**src/rtl/ram_sdp_init.sv**
```systemverilog
// Simple-dual-port synchronous RAM: one write port (per-bit mask) and one
// registered read port. Reads see writes to the same address in the same
// cycle. After reset, a sequencer fills every location with INIT_VAL before
// any request is accepted.
module ram_sdp_init #(
  parameter int unsigned       DATA_W   = 8,
  parameter int unsigned       ADDR_W   = 4,
  parameter logic [DATA_W-1:0] INIT_VAL = '0
) (
  input  logic              clk_i,
  input  logic              rst_i,
  input  logic              wr_en_i,
  input  logic [ADDR_W-1:0] wr_addr_i,
  input  logic [DATA_W-1:0] wr_data_i,
  input  logic [DATA_W-1:0] wr_mask_i,
  input  logic              rd_en_i,
  input  logic [ADDR_W-1:0] rd_addr_i,
  output logic [DATA_W-1:0] rd_data_o,
  output logic              rd_valid_o,
  output logic              ready_o
);

  localparam int unsigned DEPTH = 2 ** ADDR_W;

  typedef enum logic {
    ST_INIT = 1'b0,
    ST_RUN  = 1'b1
  } state_e;

  state_e            state_q, state_d;
  logic [ADDR_W-1:0] init_addr_q, init_addr_d;
  logic              ready_q, ready_d;
  logic              rd_valid_q, rd_valid_d;
  logic [DATA_W-1:0] rd_data_q, rd_data_d;

  logic [DATA_W-1:0] mem_q [DEPTH];

  logic              init_last_c;
  logic              wr_fire_c;
  logic              rd_fire_c;
  logic              collide_c;
  logic [DATA_W-1:0] wr_merged_c;
  logic              mem_we_c;
  logic [ADDR_W-1:0] mem_waddr_c;
  logic [DATA_W-1:0] mem_wdata_c;

  // Requests only count once initialisation has finished.
  assign init_last_c = (init_addr_q == ADDR_W'(DEPTH - 1));
  assign wr_fire_c   = ready_q & wr_en_i;
  assign rd_fire_c   = ready_q & rd_en_i;
  assign collide_c   = wr_fire_c & rd_fire_c & (wr_addr_i == rd_addr_i);
  assign wr_merged_c = (mem_q[wr_addr_i] & ~wr_mask_i) | (wr_data_i & wr_mask_i);

  // Next-state, memory write port selection and read-port result.
  always_comb begin
    state_d     = state_q;
    init_addr_d = init_addr_q;
    ready_d     = ready_q;
    mem_we_c    = 1'b0;
    mem_waddr_c = wr_addr_i;
    mem_wdata_c = wr_merged_c;
    rd_valid_d  = 1'b0;
    rd_data_d   = rd_data_q;
    case (state_q)
      ST_INIT: begin
        mem_we_c    = 1'b1;
        mem_waddr_c = init_addr_q;
        mem_wdata_c = INIT_VAL;
        init_addr_d = init_addr_q + ADDR_W'(1);
        if (init_last_c) begin
          state_d = ST_RUN;
          ready_d = 1'b1;
        end
      end
      ST_RUN: begin
        mem_we_c = wr_fire_c;
        if (rd_fire_c) begin
          rd_valid_d = 1'b1;
          // Write-first: a same-address read returns the merged word.
          rd_data_d  = collide_c ? wr_merged_c : mem_q[rd_addr_i];
        end
      end
      default: begin
        state_d     = ST_INIT;
        init_addr_d = '0;
        ready_d     = 1'b0;
      end
    endcase
  end

  // Control and read-port registers with synchronous reset.
  always_ff @(posedge clk_i) begin
    if (rst_i) begin
      state_q     <= ST_INIT;
      init_addr_q <= '0;
      ready_q     <= 1'b0;
      rd_valid_q  <= 1'b0;
      rd_data_q   <= '0;
    end else begin
      state_q     <= state_d;
      init_addr_q <= init_addr_d;
      ready_q     <= ready_d;
      rd_valid_q  <= rd_valid_d;
      rd_data_q   <= rd_data_d;
    end
  end

  // Storage array; never reset, the init sequencer overwrites it instead.
  always_ff @(posedge clk_i) begin
    if (!rst_i && mem_we_c) begin
      mem_q[mem_waddr_c] <= mem_wdata_c;
    end
  end

  assign rd_data_o  = rd_data_q;
  assign rd_valid_o = rd_valid_q;
  assign ready_o    = ready_q;

endmodule

```
**config.mk**
```make
export PLATFORM = sky130hd
export DESIGN_NAME = ram_sdp_init
export DESIGN_NICKNAME = d
export VERILOG_FILES = /design/src/rtl/ram_sdp_init.sv
export SDC_FILE = /design/constraint.sdc
export NUM_CORES = 1
export LEC_CHECK = 0
export CAP_MARGIN = 0
export CELL_PAD_IN_SITES_DETAIL_PLACEMENT = 0
export CELL_PAD_IN_SITES_GLOBAL_PLACEMENT = 1
export CORE_AREA = 2 2 123 125
export CTS_CLUSTER_DIAMETER = 150
export DETAILED_ROUTE_END_ITERATION = 8
export DIE_AREA = 0 0 125 127
export GPL_TIMING_DRIVEN = 0
export PLACE_DENSITY_LB_ADDON = 0.1
export SETUP_SLACK_MARGIN = 0.05
export SYNTH_ARGS = -nofsm -noshare
export SYNTH_HDL_FRONTEND = slang
export SYNTH_SLANG_ARGS = --single-unit
```
**constraint.sdc**
```tcl
create_clock -name clk_i -period 3 [get_ports clk_i]
set_input_delay 0.6 -clock clk_i [delete_from_list [all_inputs] [get_ports clk_i]]
set_output_delay 0.6 -clock clk_i [all_outputs]
set_load 0.005 [all_outputs]
```
[Word-level counts from Yosys, hierarchy flattened]
Memories as Yosys holds them, arrays and structs flattened. A register that Yosys moved wholly into a read port is not among the register bits.
Index checks and enable logic that the tools add are counted.
Word-level totals
  register bits: 7
  bits in writable memories: 128
  input bits: 28
  memories: 1
Memory list
  mem_q: words 16, bits a word 8, rd ports 2, clocked after memory_dff 1, write ports 1, line 36  | logic [DATA_W-1:0] mem_q [DEPTH];
Cells by class
  add/sub/neg operators: 1
  eq/ne operators: 1
  multiplexer cells: 8
  bitwise logic cells: 7
  reductions and logical operators: 5
Operators with widths (count)
  AND 8 bit: 2
  two-way mux 8 bit: 1
  NOT 8 bit: 1
  OR 8 bit: 1
  two-way mux 1 bit: 5
  adder 4 x 1 -> 4 bit (second input constant): 1
  equality test 4 bit (second input constant): 1
  two-way mux 4 bit: 1
  AND reduction 2 bit: 2
  AND 1 bit: 2
  case mux 1 bit (2 select lines): 1
  OR reduction 2 bit: 1
  logical AND 1 bit: 1
  zero test 1 bit: 1
  NOT 1 bit: 1

[Longest topological paths before layout]
  depth after elaboration: 5
  depth in mapped cells: 9
  depth with buffers taken out: 6

[Worst setup path before layout]
Ideal clock, no wire load.
  kind: input -> register
  from: input wr_addr_i[2]
  to: memory mem_q[0][0] (enable)
  library setup time: 0.370 ns
  data arrival time: 1.852 ns
  required time: 2.630 ns
  setup slack: 0.778 ns
  stages on the path: 5
  buffers on the path: 1
  cell sequence: nor2_1 clkbuf_1 a22o_1 nand2_1 nor2_1
On the way
  word-level cells in the longest chain between the ends: 1
Ends and longest elaborated chain
  start: declaration: line 13  | input logic [ADDR_W-1:0] wr_addr_i,
  two-way mux 4 bit: line 64  | case (state_q)
  end: declaration: line 36
No other way between the ends.

[Final worst setup path]
  from: input wr_addr_i[2]
  to: memory mem_q[14][1] (enable)
The elaborated chain is that of the path after synthesis.

==> results.cfg <==
[status]
status = completed

[critical_path]
crit_cells = 8
crit_path_max_fanout = 10
r2r-end = mem_q[15][1]
crit_path_cell_trace = clkdlybuf4s50_1 -> and2_1 -> buf_2 -> clkbuf_1 -> nand2_1 -> o21ai_0 -> nand2_1 -> nor2_1
max_stage_delay_ns = 0.76
worstPathRequired_ns = 3.04
cp_top_family = buffers and inverters
cp-endpoint = mem_q[14][1]
cpMostUsedCell = nand2_1
path_buf_inv = 3
reg2reg_depth = 5
r2r-start = state_q
cp-start-kind = input pin
startpoint = wr_addr_i[2]
crit_type = input pin to register
cp-end-kind = register
crit_arrival_ns = 2.99
ff2ff_setup_slack_ns = 0.31
slowest_stage = nor2_1

[power]
finalPower_mw = 4.388
p_leak_nw = 3.057
pwr_density_cell_nw_per_um2 = 529.0
peakVddDrop_mv = 0.3778

[timing]
hold_slack_ns = 0.4065
rsz0062_at_grt = true
final_max_slew_viol_count = 0
tightest_slew_ns = 0.9456
fin_crit_ns = 2.947
fin_ws_ns = 0.05256
relSlewSlack = 0.3673
clock-skew-final_ns = 0.006994
hold_viol = 0
setup_viol = 0
fmax_mhz = 339.3
timing.final.crit_share = 0.9825

[place]
gp_congestion = 0.8853
dp_slack_ns = -0.5354
dp.cells = 730
placed_cell_area_um2 = 7664
dp.final_hpwl_mm = 13.67
io_buffers = 34

[cts]
clk_pin_slew_worst_paths_ns = 0.06
htreeDepth = 4
cts_tree = built
numCtsBuffers = 17
clock-root-buffer = clkbuf_16
clock_sinks = 143
postCtsHoldBufs = 0
worstSkewPairLatency_ns = 0.42
cts_buffer_depth = 2

[synth]
synth.distinct_cells = 40
ys_async_sr_fraction = 0
synth_ff_type = edfxtp_1
avgSynthCellArea_um2 = 13.85
syn-cell-area_um2 = 7093
yosysTopAreaCell = edfxtp_1
ys_ff_latch = 143
syn-instance-count = 512
yosysWarningCount = 0
synthesis.nets = 541
synth_top_area_share = 0.5419
synth_edf_count = 128
synth_area_leaders = edfxtp_1 (54%), mux2i_1 (15%), dfxtp_1 (4.2%)
ys_seq_area_frac = 0.5842

[floorplanning]
io_pins = 38
die-area_um2 = 15880
rows = 44
core-area_um2 = 14420
die_w_um = 125
initial_core_util = 0.4918
dieHeight_um = 127

[global_routing]
grt_max_degree = 18
antenna_found_initial = 0
overflow = 0
grt_pass1_vias = 4610
grt_pass1_wl_mm = 28.26
grt_usage = 0.2447

[drt]
via_count = 4733
drt_iter0_markers = 521
drt-total-wl_mm = 19.04
wl_per_cell_um = 24.83
ant_nets = 0
drt_pre_antenna_iters = 5
viasPerCell = 6.171
drc = 0

[flow_run]
maxCapViolations = 0

[final_layout]
fin_nets = 600
drive_gt1_frac = 0.1527
syn_to_final_growth_pct = 16.93
final_cells = 767
diodes = 0
fin_area_um2 = 8294

[worst_hold_path]
hold_class = input pin to register
[flip-flops by register name, summed over array words and instances (netlist names)]
register	count
init_addr_q	4
mem_q	128
rd_data_o	8
rd_valid_o	1
ready_o	1
state_q	1
[area by class of cell]
cell class,instances,area [um^2]
fill,1171,6130
sequential,143,4144
multi-input combinational,332,2769
clock buffer,19,432.9
timing repair buffer,40,389.1
buffer,33,240.2
tap,184,230.2
clock inverter,12,73.82
inverter,4,15.01
[where the power goes]
group | switching [mW] | internal (mW) | total, mW
clock | 0.786 | 1.04 | 1.82
combinational | 0.220 | 0.161 | 0.381
sequential | 0.0163 | 2.17 | 2.18
[what timing repair did]
action,in CTS,in global routing
pin swaps,0,3
setup endpoints to repair,98,198
gates resized for setup,5,19
buffers inserted,0,5
[worst min-delay path by stage]
| stage | start | endpoint | slack [ns] | depth (start not counted) |
|---|---|---|---|---|
| after global placement | rd_data_o[6] | rd_data_o[6] | 0.44 | 2 |
| after global routing | rst_i | init_addr_q[2] | 0.41 | 2 |
| after floorplan | rd_data_o[0] | rd_data_o[0] | 0.44 | 2 |
| after detailed placement | rd_data_o[4] | rd_data_o[4] | 0.45 | 2 |
| after CTS | rst_i | init_addr_q[2] | 0.40 | 2 |
| final | rst_i | init_addr_q[2] | 0.41 | 2 |
[worst reg2reg max path, delay by kind of cell, from the launching register on]
kind	cells	cell delay, ns
compound gates	1	0.42
buf+inv	3	0.73
flops	1	0.30
simple gates	1	0.85
[logic make-up (layout without fill, tap and decap cells)]
logic type | after synthesis | in the layout | share of synthesized area
compound gates | 97 | 97 | 0.1002
mux | 119 | 119 | 0.2004
flops | 143 | 143 | 0.5842
simple gates | 108 | 108 | 0.06915
fa+ha+maj | 1 | 1 | 0.001764
buf+inv | 37 | 108 | 0.03563
xor+xnor | 7 | 7 | 0.008644
[metal layers]
layer / wire length, um / share of wire / track usage
met3: 1480 / 0.078 / 0.05695
met2: 8492 / 0.45 / 0.3670
met5: 0 / 0 / 0
met4: 378 / 0.020 / 0.08627
met1: 8690 / 0.46 / 0.3533
[through the flow]
step	utilization	setup TNS [ns]
2_1_floorplan	-	0
3_3_place_gp	0.5313	-87.15
3_5_place_dp	0.5313	-97.02
4_1_cts	0.5677	-4.868
5_1_grt	0.5750	-4.441
6_report	0.5750	0
[cells in the final DEF, fill, tap and decap left out, types with 6 or more instances in the layout]
master and count:
a211oi_1 12, a21oi_1 11, a221oi_1 8, a22oi_1 27
buf_2 14, buf_4 11, clkbuf_1 6, clkbuf_16 17
clkdlybuf4s50_1 34, dfxtp_1 15, edfxtp_1 128, mux2i_1 103
mux4_1 8, mux4_2 8, nand2_1 29, nand3_1 25
nor2_1 22, nor2_2 6, o211ai_1 7, o21ai_0 6
[synthesized netlist by cell type (all sizes together), types with 2 or more instances]
| library cell | n |
|---|---|
| edfxtp | 128 |
| mux2i | 103 |
| nor2 | 33 |
| nand2 | 29 |
| nand3 | 29 |
| a22oi | 27 |
| buf | 27 |
| mux4 | 16 |
| dfxtp | 15 |
| o21ai | 15 |
| a211oi | 12 |
| a21oi | 11 |
| a221oi | 9 |
| o211ai | 7 |
| clkbuf | 6 |
| nand2b | 5 |
| nor2b | 5 |
| a221o | 4 |
| a31o | 4 |
| a31oi | 4 |
| inv | 4 |
| xnor2 | 4 |
| xor2 | 3 |
| a22o | 2 |
| and2 | 2 |
| nor3b | 2 |
Note: power is estimated with default switching activity, not from simulation.
